<file path="src/rtl/fade_arb.sv">
// -----------------------------------------------------------------------------
// fade_arb
//
// Shares a single duty-ramp fade engine among N_CH LED channels. Channels
// request with a level on req; a registered round-robin decision picks one
// owner, launches the engine with a one-clock eng_start pulse, routes a PWM
// waveform built from the engine's live duty value to the owner, and returns
// a one-clock done pulse when the engine reports eng_ready.
//
// Sequence per fade: IDLE -> LAUNCH -> RUN -> DONE -> GAP -> IDLE.
// The GAP clock keeps eng_start low for at least two clocks before the next
// rising edge, so the edge-triggered engine always sees a clean restart.
//
// Optional build macro:
//   FADE_TIMEOUT_EN  - adds a RUN watchdog of TO_CYCLES clocks. On expiry the
//                      fade is aborted: done[owner] and err pulse together.
//                      Without the macro err is tied low and RUN waits forever.
//
// Ports:
//   clk        in   system clock
//   rst        in   asynchronous active-low reset
//   req        in   [N_CH] per-channel fade request (level, hold until done)
//   grant      out  [N_CH] one-hot engine owner, 0 when idle
//   done       out  [N_CH] one-clock completion pulse to the owner
//   busy       out  engine owned (state != IDLE)
//   eng_start  out  launch pulse to the fade engine (rising-edge triggered)
//   eng_duty   in   [4] engine's current duty value, 0..PWM_PERIOD
//   eng_ready  in   engine completion pulse (honoured only in RUN)
//   pwm_out    out  [N_CH] PWM per channel, only the owner toggles
//   err        out  one-clock pulse on watchdog abort
// -----------------------------------------------------------------------------
module fade_arb #(
  parameter int N_CH       = 4,
  parameter int PWM_PERIOD = 10,
  parameter int TO_CYCLES  = 65535
) (
  input  logic            clk,
  input  logic            rst,
  input  logic [N_CH-1:0] req,
  output logic [N_CH-1:0] grant,
  output logic [N_CH-1:0] done,
  output logic            busy,
  output logic            eng_start,
  input  logic [3:0]      eng_duty,
  input  logic            eng_ready,
  output logic [N_CH-1:0] pwm_out,
  output logic            err
);

  localparam int PW = $clog2(N_CH);
  localparam int CW = (PWM_PERIOD > 1) ? $clog2(PWM_PERIOD) : 1;

  typedef enum logic [2:0] {
    IDLE,
    LAUNCH,
    RUN,
    DONE,
    GAP
  } state_e;

  state_e          state_q;
  logic [PW-1:0]   rr_ptr_q;
  logic [N_CH-1:0] grant_q;
  logic [N_CH-1:0] done_q;
  logic            busy_q;
  logic            eng_start_q;
  logic [CW-1:0]   pwm_cnt_q;
  logic [N_CH-1:0] pwm_out_q;

  // ---------------------------------------------------------------------------
  // Round-robin pick. The request vector is rotated so that bit 0 is the
  // channel at rr_ptr; the lowest set bit of the rotated vector is the winner.
  // ---------------------------------------------------------------------------
  logic [2*N_CH-1:0] req_dbl;
  logic [N_CH-1:0]   req_rot;
  logic              any_req;
  logic [PW:0]       win_sum;
  logic [PW-1:0]     win_idx;
  logic [N_CH-1:0]   grant_d;
  logic [PW-1:0]     rr_ptr_d;

  assign req_dbl = {req, req};
  assign req_rot = N_CH'(req_dbl >> rr_ptr_q);
  assign any_req = |req;

  // NOTE: every variable written here gets a default first, so no path can
  // leave it holding a value and infer a latch.
  always_comb begin
    win_sum = '0;
    win_idx = '0;
    // Scan from the far end so the lowest rotated index is the last writer.
    for (int i = N_CH - 1; i >= 0; i--) begin
      if (req_rot[i]) begin
        win_sum = {1'b0, rr_ptr_q} + (PW+1)'(i);
        if (win_sum >= (PW+1)'(N_CH)) begin
          win_sum = win_sum - (PW+1)'(N_CH);
        end
        win_idx = win_sum[PW-1:0];
      end
    end
  end

  // The channel that just won becomes the lowest priority next round.
  assign grant_d  = N_CH'(1) << win_idx;
  assign rr_ptr_d = (win_idx == PW'(N_CH - 1)) ? '0 : win_idx + PW'(1);

`ifdef FADE_TIMEOUT_EN
  localparam int WW = (TO_CYCLES > 1) ? $clog2(TO_CYCLES) : 1;

  logic [WW-1:0] wd_cnt_q;
  logic          err_q;
`else
  // Watchdog limit has no meaning in this build.
  logic unused_to;
  assign unused_to = (TO_CYCLES > 0);
`endif

  // ---------------------------------------------------------------------------
  // Sequencer. All outputs are registered and change with the state.
  // ---------------------------------------------------------------------------
  // NOTE: sequential state uses non-blocking assignments so every register
  // samples the pre-edge value of every other register.
  always_ff @(posedge clk or negedge rst) begin
    if (!rst) begin
      state_q     <= IDLE;
      rr_ptr_q    <= '0;
      grant_q     <= '0;
      done_q      <= '0;
      busy_q      <= 1'b0;
      eng_start_q <= 1'b0;
`ifdef FADE_TIMEOUT_EN
      wd_cnt_q    <= '0;
      err_q       <= 1'b0;
`endif
    end else begin
      case (state_q)
        IDLE: begin
          if (any_req) begin
            grant_q  <= grant_d;
            rr_ptr_q <= rr_ptr_d;
            busy_q   <= 1'b1;
            state_q  <= LAUNCH;
          end
        end

        LAUNCH: begin
          eng_start_q <= 1'b1;
`ifdef FADE_TIMEOUT_EN
          wd_cnt_q    <= '0;
`endif
          state_q     <= RUN;
        end

        RUN: begin
          // A dropped req does not abort: the engine is already ramping.
          eng_start_q <= 1'b0;
          if (eng_ready) begin
            done_q  <= grant_q;
            state_q <= DONE;
          end
`ifdef FADE_TIMEOUT_EN
          else if (wd_cnt_q == WW'(TO_CYCLES - 1)) begin
            done_q  <= grant_q;
            err_q   <= 1'b1;
            state_q <= DONE;
          end else begin
            wd_cnt_q <= wd_cnt_q + WW'(1);
          end
`endif
        end

        DONE: begin
          done_q  <= '0;
          grant_q <= '0;
`ifdef FADE_TIMEOUT_EN
          err_q   <= 1'b0;
`endif
          state_q <= GAP;
        end

        GAP: begin
          busy_q  <= 1'b0;
          state_q <= IDLE;
        end

        default: begin
          state_q <= IDLE;
        end
      endcase
    end
  end

  // ---------------------------------------------------------------------------
  // PWM. Free-running frame counter; the owner is high while the counter is
  // below the engine's duty, so duty 0 is always off and duty >= PWM_PERIOD
  // is always on.
  // ---------------------------------------------------------------------------
  logic [CW-1:0] pwm_cnt_d;
  logic          pwm_on;

  assign pwm_cnt_d = (pwm_cnt_q == CW'(PWM_PERIOD - 1)) ? '0 : pwm_cnt_q + CW'(1);
  assign pwm_on    = (int'(pwm_cnt_q) < int'(eng_duty));

  always_ff @(posedge clk or negedge rst) begin
    if (!rst) begin
      pwm_cnt_q <= '0;
      pwm_out_q <= '0;
    end else begin
      pwm_cnt_q <= pwm_cnt_d;
      pwm_out_q <= grant_q & {N_CH{pwm_on}};
    end
  end

  assign grant     = grant_q;
  assign done      = done_q;
  assign busy      = busy_q;
  assign eng_start = eng_start_q;
  assign pwm_out   = pwm_out_q;
`ifdef FADE_TIMEOUT_EN
  assign err       = err_q;
`else
  assign err       = 1'b0;
`endif

endmodule

</file>
<file path="config.mk">
export PLATFORM = sky130hd
export DESIGN_NAME = fade_arb
export DESIGN_NICKNAME = d
export VERILOG_FILES = /design/src/rtl/fade_arb.sv
export SDC_FILE = /design/constraint.sdc
export NUM_CORES = 1
export LEC_CHECK = 0
export CORE_MARGIN = 5
export CORE_UTILIZATION = 44
export DETAILED_ROUTE_END_ITERATION = 6
export PLACE_DENSITY = 0.78
export SYNTH_ARGS = -nofsm -noshare
export SYNTH_HDL_FRONTEND = slang
export SYNTH_SLANG_ARGS = --single-unit
</file>
<file path="constraint.sdc">
create_clock -name clk -period 2 [get_ports clk]
set_clock_uncertainty 0.05 [all_clocks]
set_input_delay 0.2 -clock clk [delete_from_list [all_inputs] [get_ports clk]]
set_output_delay 0.2 -clock clk [all_outputs]
set_load 0.05 [all_outputs]
</file>
==> results_dict.tcl, run 1 <==
set metrics [dict create \
    dieArea_um2 3973 \
    ctsResizeCount 0 \
    max_freq_mhz 522.7 \
    async_flop_share 1.000 \
    worstHoldPathType "in2async" \
    drt-pass1-iter-count 4 \
    drc 0 \
    status "completed" \
    hpwl_um 1961 \
    yosysTopAreaCell "dfrtp_1" \
    cp.arrival_ns 2.07 \
    core_area_um2 2734 \
    grt_pass1_vias 1014 \
    cts_buffer_depth 2 \
    die_y_um 63.03 \
    num_antenna_cells 0 \
    finalCritPeriodShare 0.9566 \
    final_nets 167 \
    finalPower_w 0.002075 \
    drive_above_1_share 0.1081 \
    worstSkewPairLatency_ns 0.30 \
    cp-start-kind "flip-flop" \
    final_max_slew_viol_count 0 \
    wire_per_inst_um 13.87 \
    crit_type "reg2reg" \
    start_util 0.4526 \
    multi_input_area_um2 590.6 \
    regArea_um2 575.6 \
    preCtsSetupSlack_ns -0.09971 \
    grt_overflow_total 0 \
    rows 19 \
    finalWirelength_um 2482 \
    post_cts_buffers 0 \
    finalSetupViolCount 0 \
    powerDensity_nw_per_um2 1348 \
    ant_nets 0 \
    synth_top_cell_area_share 0.4651 \
    crit_path_max_fanout 7 \
    rsz0062_at_grt "no" \
    grt_usage 0.1309 \
    grt_max_degree 24 \
    cts_inserted_buffers 3 \
    drt-vias-per-instance 5.486 \
    cp-end-kind "flip-flop" \
    drt_iter0_drc 36 \
    h-tree-depth 1 \
    synth.avg_cell_area_um2 10.14 \
    leakage_nw 0.6848 \
    grt_pass1_wl_um 4243 \
    finalWorstSetupSlack_ns 0.08683 \
    post_dp_cell_area_um2 1513 \
    synth_area_leaders "dfrtp_1 47%, ha_1 7.1%, o21ai_0 4.4%" \
    r2r_slack_ns 0.09 \
    area_growth_pct 24.37 \
    syn-num-nets 140 \
    yosysWarnings 0 \
    synthCells 122 \
    ios 26 \
    design_area_um2 1539 \
    antenna_found_initial 0 \
    cts_hold_buf 0 \
    ys_ff_latch 23 \
    die_w_um 63.03 \
    finalHoldViolations 0 \
    synth_flop_cell "dfrtp_1" \
    worst-slew-pin-transition_ns 0.5331 \
    synthesis.area_um2 1237 \
    required_ns 2.15 \
    io_buffers 24 \
    place_congestion 0.7735 \
    ir_worst_vdd_mv 1.009 \
    cts-root-buf "clkbuf_4" \
    cts_tree "built" \
    slew_headroom 0.6414 \
    num-fill-cells 235 \
    num_vias 982 \
    synth_cell_types 35 \
    clk_pin_slew_worst_paths_ns 0.12 \
    cts.sinks 23 \
    ys_seq_area_frac 0.4651 \
    layout_min_cycle_time_ns 1.913 \
    cap_violations 0 \
    synth_edf_count 0 \
]
## cell type report
type / count / share of cell area
tap: 31 / 0.02520
inverter: 8 / 0.01951
multi-input combinational: 84 / 0.3837
timing repair buffer: 29 / 0.1805
sequential: 23 / 0.3740
clock buffer: 4 / 0.01707
## cell usage after synthesis (2+ instances only)
library cell	n
a21oi_1	10
a31oi_1	8
buf_4	2
clkbuf_1	4
dfrtp_1	23
ha_1	7
inv_1	8
mux2_4	2
mux2i_1	3
nand2_1	7
nand2b_1	2
nand3_1	4
nand3b_1	4
nor2_1	2
nor2b_1	5
o21ai_0	11
xnor2_1	2
## layer usage
metal	track usage	wire length [um]
met1	0.1385	1003
met2	0.2372	1319
met3	0.01978	108
met4	0.08223	51
met5	0	0
## sequential cells by signal, summed over array words and instances (netlist names)
register	count
done	4
eng_start	1
pwm_cnt_q	4
pwm_out	4
state_q	3
grant	4
rr_ptr_q	2
busy	1
## path summary, 6_finish.rpt
check	start	to	cells after the start
min	rst	busy	2
min reg2reg	pwm_cnt_q[0]	pwm_cnt_q[0]	1
max reg2reg	rr_ptr_q[1]	rr_ptr_q[1]	5
max	rr_ptr_q[1]	rr_ptr_q[1]	5
min in group clk	pwm_cnt_q[0]	pwm_cnt_q[0]	1
max in group asynchronous	rst	done[3]	2
## report_power, final
part           internal [W]  total, W  switching [W]
Sequential         0.000608  0.000799       0.000191
Clock             0.0000777  0.000208       0.000130
Combinational      0.000442   0.00107       0.000627
Total               0.00113   0.00208       0.000947
## kinds of logic after synthesis
group,Yosys count,share of synthesized area
AO/OA/AOI/OAI,36,0.1709
XOR/XNOR,2,0.01416
adder cells (fa/ha/maj),7,0.07078
buffers and inverters,15,0.05763
flip-flops,23,0.4651
multiplexers,6,0.05764
other,1,0.003030
AND/OR/NAND/NOR,32,0.1608
## cells in the final DEF, fill, tap and decap left out, types with 2 or more instances in the layout
master / instances
nand3_1: 4
xnor2_1: 2
mux2i_1: 3
ha_1: 7
nor2_1: 2
a31oi_1: 8
mux2_4: 2
clkdlybuf4s50_1: 24
buf_4: 5
dfrtp_1: 23
inv_1: 8
a21oi_1: 10
nand2_1: 7
nand2b_1: 2
nor2b_1: 5
o21ai_0: 11
nand3b_1: 4
clkbuf_4: 3
## stage by stage
stage / hold slack, ns / util / TNS, ns / cells
2_1_floorplan: -0.1456 / - / 0 / 122
3_3_place_gp: 0.4318 / 0.5533 / 0 / 175
3_5_place_dp: 0.4510 / 0.5533 / -0.09971 / 175
4_1_cts: 0.1861 / 0.5629 / 0 / 179
5_1_grt: 0.1969 / 0.5629 / 0 / 179
6_report: 0.1775 / 0.5629 / 0 / 179
## worst max-delay path, cell delays in order (launching register included)
cell      delay (ns)
dfrtp_1         0.48
or3b_2          0.50
o221ai_1        0.11
inv_1           0.11
ha_1            0.30
mux2_4          0.26
Power figures use the tool's default switching activity.
==> run 2, diff against run 1 <==
- ABC_CLOCK_PERIOD_IN_PS: not set -> 2000
- CELL_PAD_IN_SITES_DETAIL_PLACEMENT: not set -> 0
- CELL_PAD_IN_SITES_GLOBAL_PLACEMENT: not set -> 1
- CORE_UTILIZATION: 44 -> 38
- PLACE_DENSITY: 0.78 -> 0.86
==> results_dict.tcl, run 2 (synthesized netlist as in run 1, its figures left out) <==
set metrics [dict create \
    status "completed" \
    dp_cells 190 \
    die_w_um 67.07 \
    hold_slack_ns 0.1786 \
    num_vias 965 \
    design_area_um2 1570 \
    area_growth_pct 26.90 \
    crit_type "reg2out" \
    hpwl_um 2043 \
    grt_overflow_total 0 \
    cts_inserted_buffers 3 \
    power_frac_seq 0.374 \
    cts-root-buf "clkbuf_4" \
    switchingPower_w 0.0009621 \
    worstSkewPairLatency_ns 0.30 \
    worst-slew-pin-transition_ns 0.5048 \
    cap_violations 0 \
    finalCritPeriodShare 0.9108 \
    max_freq_mhz 549.0 \
    clk_pin_slew_worst_paths_ns 0.12 \
    place_congestion 0.7307 \
    post_cts_buffers 0 \
    final_nets 169 \
    required_ns 1.75 \
    cts_hold_buf 0 \
    cpMaxStageDelayCell "clkdlybuf4s50_1" \
    ant_nets 0 \
    cts_tree "built" \
    h-tree-depth 1 \
    cp.arrival_ns 1.57 \
    regArea_um2 575.6 \
    layout_min_cycle_time_ns 1.822 \
    num-fill-cells 303 \
    final_max_slew_viol_count 0 \
    die_y_um 67.07 \
    swShare 0.4575 \
    power_frac_comb 0.525 \
    leakage_nw 0.6951 \
    io_buffers 24 \
    cpPeakStageDelay_ns 0.84 \
    powerDensity_nw_per_um2 1339 \
    dieArea_um2 4498 \
    grt_pass1_vias 986 \
    post_dp_cell_area_um2 1544 \
    critPathLaunch "grant[0]" \
    crit_path_cell_trace "clkdlybuf4s50_1" \
    crit_buf_inv 1 \
    ir_worst_vdd_mv 0.5687 \
    cp-start-kind "flip-flop" \
    drt_iter0_drc 25 \
    ios 26 \
    finalHoldViolations 0 \
    slew_headroom 0.6624 \
    num_antenna_cells 0 \
    finalWirelength_um 2581 \
    crit_path_max_fanout 4 \
    grt_usage 0.1275 \
    drt-pass1-iter-count 4 \
    fin_cells 194 \
    cp-end-kind "primary output" \
    layout_commonest_cell "clkdlybuf4s50_1" \
    wire_per_inst_um 13.30 \
    drive_above_1_share 0.1200 \
    ctsResizeCount 0 \
    multi_input_area_um2 590.6 \
    finalSetupViolCount 0 \
    r2r-start "rr_ptr_q[1]" \
    intPower_w 0.001141 \
    clkPwrFrac 0.101 \
    worstHoldPathType "in2async" \
    grt_pass1_wl_um 4374 \
    final_cell_mix "24 x clkdlybuf4s50_1, 23 x dfrtp_1, 11 x o21ai_0, 10 x a21oi_1" \
    tns_ns 0 \
    path_delay_family "buffers and inverters" \
    rsz0062_at_grt "no" \
    cts.sinks 23 \
    drc 0 \
    drt-vias-per-instance 4.974 \
    core_area_um2 3078 \
    antenna_found_initial 0 \
    cts_buffer_depth 2 \
    rows 20 \
    utilization 0.5102 \
    start_util 0.4020 \
    grt_max_degree 24 \
]
-- run 2: changes by cell type in the layout (fill, tap and decap cells not counted), sizes merged --
cell  previous run  this run
buf              5         7
-- run 2: final cells by class --
class / count / share of cell area
Clock buffer: 4 / 0.01673
Inverter: 8 / 0.01912
Multi-Input combinational cell: 84 / 0.3761
Sequential cell: 23 / 0.3665
Tap cell: 44 / 0.03506
Timing Repair Buffer: 31 / 0.1865
-- run 2: path summary, 6_finish.rpt --
kind,depth (start not counted),slack [ns],to
min in group clk,2,0.45,done[3]
max,1,0.18,grant[0]
min reg2reg,2,0.45,done[3]
min,2,0.18,busy
max reg2reg,5,0.19,rr_ptr_q[1]
max in group asynchronous,2,1.49,eng_start
-- run 2: stage by stage --
stage                     total power, W  setup WS (ns)
after global routing            0.002242         0.1070
after detailed placement        0.001910       -0.07344
after CTS                       0.002124         0.1611
final                           0.002103         0.1785
after floorplan                 0.001542         0.1702
after global placement          0.001862       -0.01202
-- run 2: power by group through the flow --
stage | logic, W | registers [W] | clock network (W)
2_1_floorplan | 0.000518 | 0.00102 | 0
3_3_place_gp | 0.00108 | 0.000786 | 0
3_5_place_dp | 0.00112 | 0.000795 | 0
4_1_cts | 0.00112 | 0.000786 | 0.000221
5_1_grt | 0.00119 | 0.000814 | 0.000242
6_report | 0.00110 | 0.000786 | 0.000212
-- run 2: per-layer routing --
metal | GRT usage | part of all wire | up-vias
li1 | - | - | 484
met5 | 0 | 0 | -
met3 | 0.01855 | 0.039 | 2
met2 | 0.2172 | 0.51 | 19
met1 | 0.1536 | 0.43 | 460
met4 | 0.06582 | 0.013 | 0
==> run 3, diff against run 2 <==
- GPL_TIMING_DRIVEN: not set -> 1
- PLACE_DENSITY: 0.86 -> not set
- PLACE_DENSITY_LB_ADDON: not set -> 0.1
==> results_dict.tcl, run 3 (synthesized netlist as in run 1, its figures left out) <==
set metrics [dict create \
    num_vias 972 \
    leakage_nw 0.6978 \
    tns_ns 0 \
    finalPower_w 0.002091 \
    r2r_end "rr_ptr_q[1]" \
    power_frac_comb 0.521 \
    cts.sinks 23 \
    ios 26 \
    wire_per_inst_um 12.85 \
    ctsResizeCount 0 \
    worstHoldPathType "in2async" \
    cp.arrival_ns 1.57 \
    max_freq_mhz 548.7 \
    cts_inserted_buffers 3 \
    cts_tree "built" \
    finalSetupViolCount 0 \
    finalHoldViolations 0 \
    drt-pass1-iter-count 6 \
    dieArea_um2 4498 \
    ir_worst_vdd_mv 0.7861 \
    die_y_um 67.07 \
    rsz0062_at_grt "no" \
    swShare 0.4570 \
    cts_hold_buf 0 \
    cp-end-kind "primary output" \
    num_antenna_cells 0 \
    final_max_slew_viol_count 0 \
    crit_type "reg2out" \
    finalWirelength_um 2492 \
    drive_above_1_share 0.1267 \
    layout_min_cycle_time_ns 1.823 \
    final_cell_mix "24 x clkdlybuf4s50_1, 23 x dfrtp_1, 11 x o21ai_0, 10 x a21oi_1" \
    core_area_um2 3078 \
    cap_violations 0 \
    io_buffers 24 \
    grt_pass1_wl_um 4057 \
    r2r-start "rr_ptr_q[1]" \
    crit_buf_inv 1 \
    powerDensity_nw_per_um2 1330 \
    rows 20 \
    cpPeakStageDelay_ns 0.84 \
    switchingPower_w 0.0009554 \
    antenna_found_initial 0 \
    r2r_slack_ns 0.27 \
    worstSkewPairLatency_ns 0.32 \
    crit_path_max_fanout 4 \
    dp_cells 190 \
    grt_pass1_vias 920 \
    cts-root-buf "clkbuf_4" \
    grt_max_degree 24 \
    hpwl_um 1885 \
    fin_cells 194 \
    r2r_cells 5 \
    worst-slew-pin-transition_ns 0.5106 \
    post_cts_buffers 0 \
    finalCritPeriodShare 0.9113 \
    clk_pin_slew_worst_paths_ns 0.14 \
    area_growth_pct 27.00 \
    ant_nets 0 \
    post_dp_cell_area_um2 1544 \
    intPower_w 0.001135 \
    cpMaxStageDelayCell "clkdlybuf4s50_1" \
    crit_path_cell_trace "clkdlybuf4s50_1" \
    slew_headroom 0.6585 \
    die_w_um 67.07 \
    design_area_um2 1572 \
    path_delay_family "buffers and inverters" \
    num-fill-cells 285 \
    drt_iter0_drc 21 \
    grt_overflow_total 0 \
    place_congestion 0.7504 \
    grt_usage 0.1191 \
    final_nets 169 \
    power_frac_seq 0.372 \
    start_util 0.4020 \
    required_ns 1.75 \
    clkPwrFrac 0.107 \
    layout_commonest_cell "clkdlybuf4s50_1" \
    status "completed" \
    drt-vias-per-instance 5.010 \
    cp-start-kind "flip-flop" \
    drc 0 \
    h-tree-depth 1 \
    cts_buffer_depth 2 \
]
==> run 3: changes by cell type in the layout (fill, tap and decap cells not counted) <==
cell	change
clkbuf_1	-1
clkinv_2	+1
==> run 3: per-stage QoR <==
step | worst slack, ns | hold WS (ns) | utilization
detailed placement | -0.02040 | 0.4476 | 0.5016
global route | 0.1011 | 0.1945 | 0.5106
finish | 0.1775 | 0.1676 | 0.5106
CTS | 0.1513 | 0.1819 | 0.5106
floorplan | 0.1702 | -0.1456 | -
global placement | -0.01328 | 0.4261 | 0.5016
==> run 3: power groups by stage <==
stage	clock, W	sequential, W	combinational (W)
floorplan	0	0.00102	0.000518
global placement	0	0.000784	0.00109
detailed placement	0	0.000791	0.00109
CTS	0.000232	0.000780	0.00110
global route	0.000254	0.000809	0.00117
finish	0.000224	0.000777	0.00109
==> run 3: area by class of cell <==
type	instances	area, um^2	area share
tap	44	55.05	0.03503
inverter	8	30.03	0.01911
clock inverter	1	5.005	0.003185
clock buffer	3	22.52	0.01433
sequential	23	575.6	0.3662
timing repair buffer	31	292.8	0.1863
multi-input combinational	84	590.6	0.3758
==> run 3: worst max path at each step <==
| stage | start | to | slack (ns) | cells after the start |
|---|---|---|---|---|
| 6_report | grant[2] | grant[2] | 0.18 | 1 |
| 5_1_grt | grant[2] | grant[2] | 0.10 | 1 |
| 4_1_cts | grant[2] | grant[2] | 0.15 | 1 |
| 3_5_place_dp | req[2] | rr_ptr_q[1] | -0.02 | 6 |
| 3_3_place_gp | req[2] | rr_ptr_q[1] | -0.01 | 6 |
| 2_1_floorplan | rr_ptr_q[1] | rr_ptr_q[1] | 0.17 | 5 |
==> run 3: per-layer routing <==
layer / part of all wire / vias to the layer above / track usage
met5: 0 / - / 0
met4: 0.0060 / 0 / 0.04557
met3: 0.049 / 2 / 0.02698
met2: 0.47 / 15 / 0.2074
met1: 0.48 / 468 / 0.1403
li1: - / 487 / -
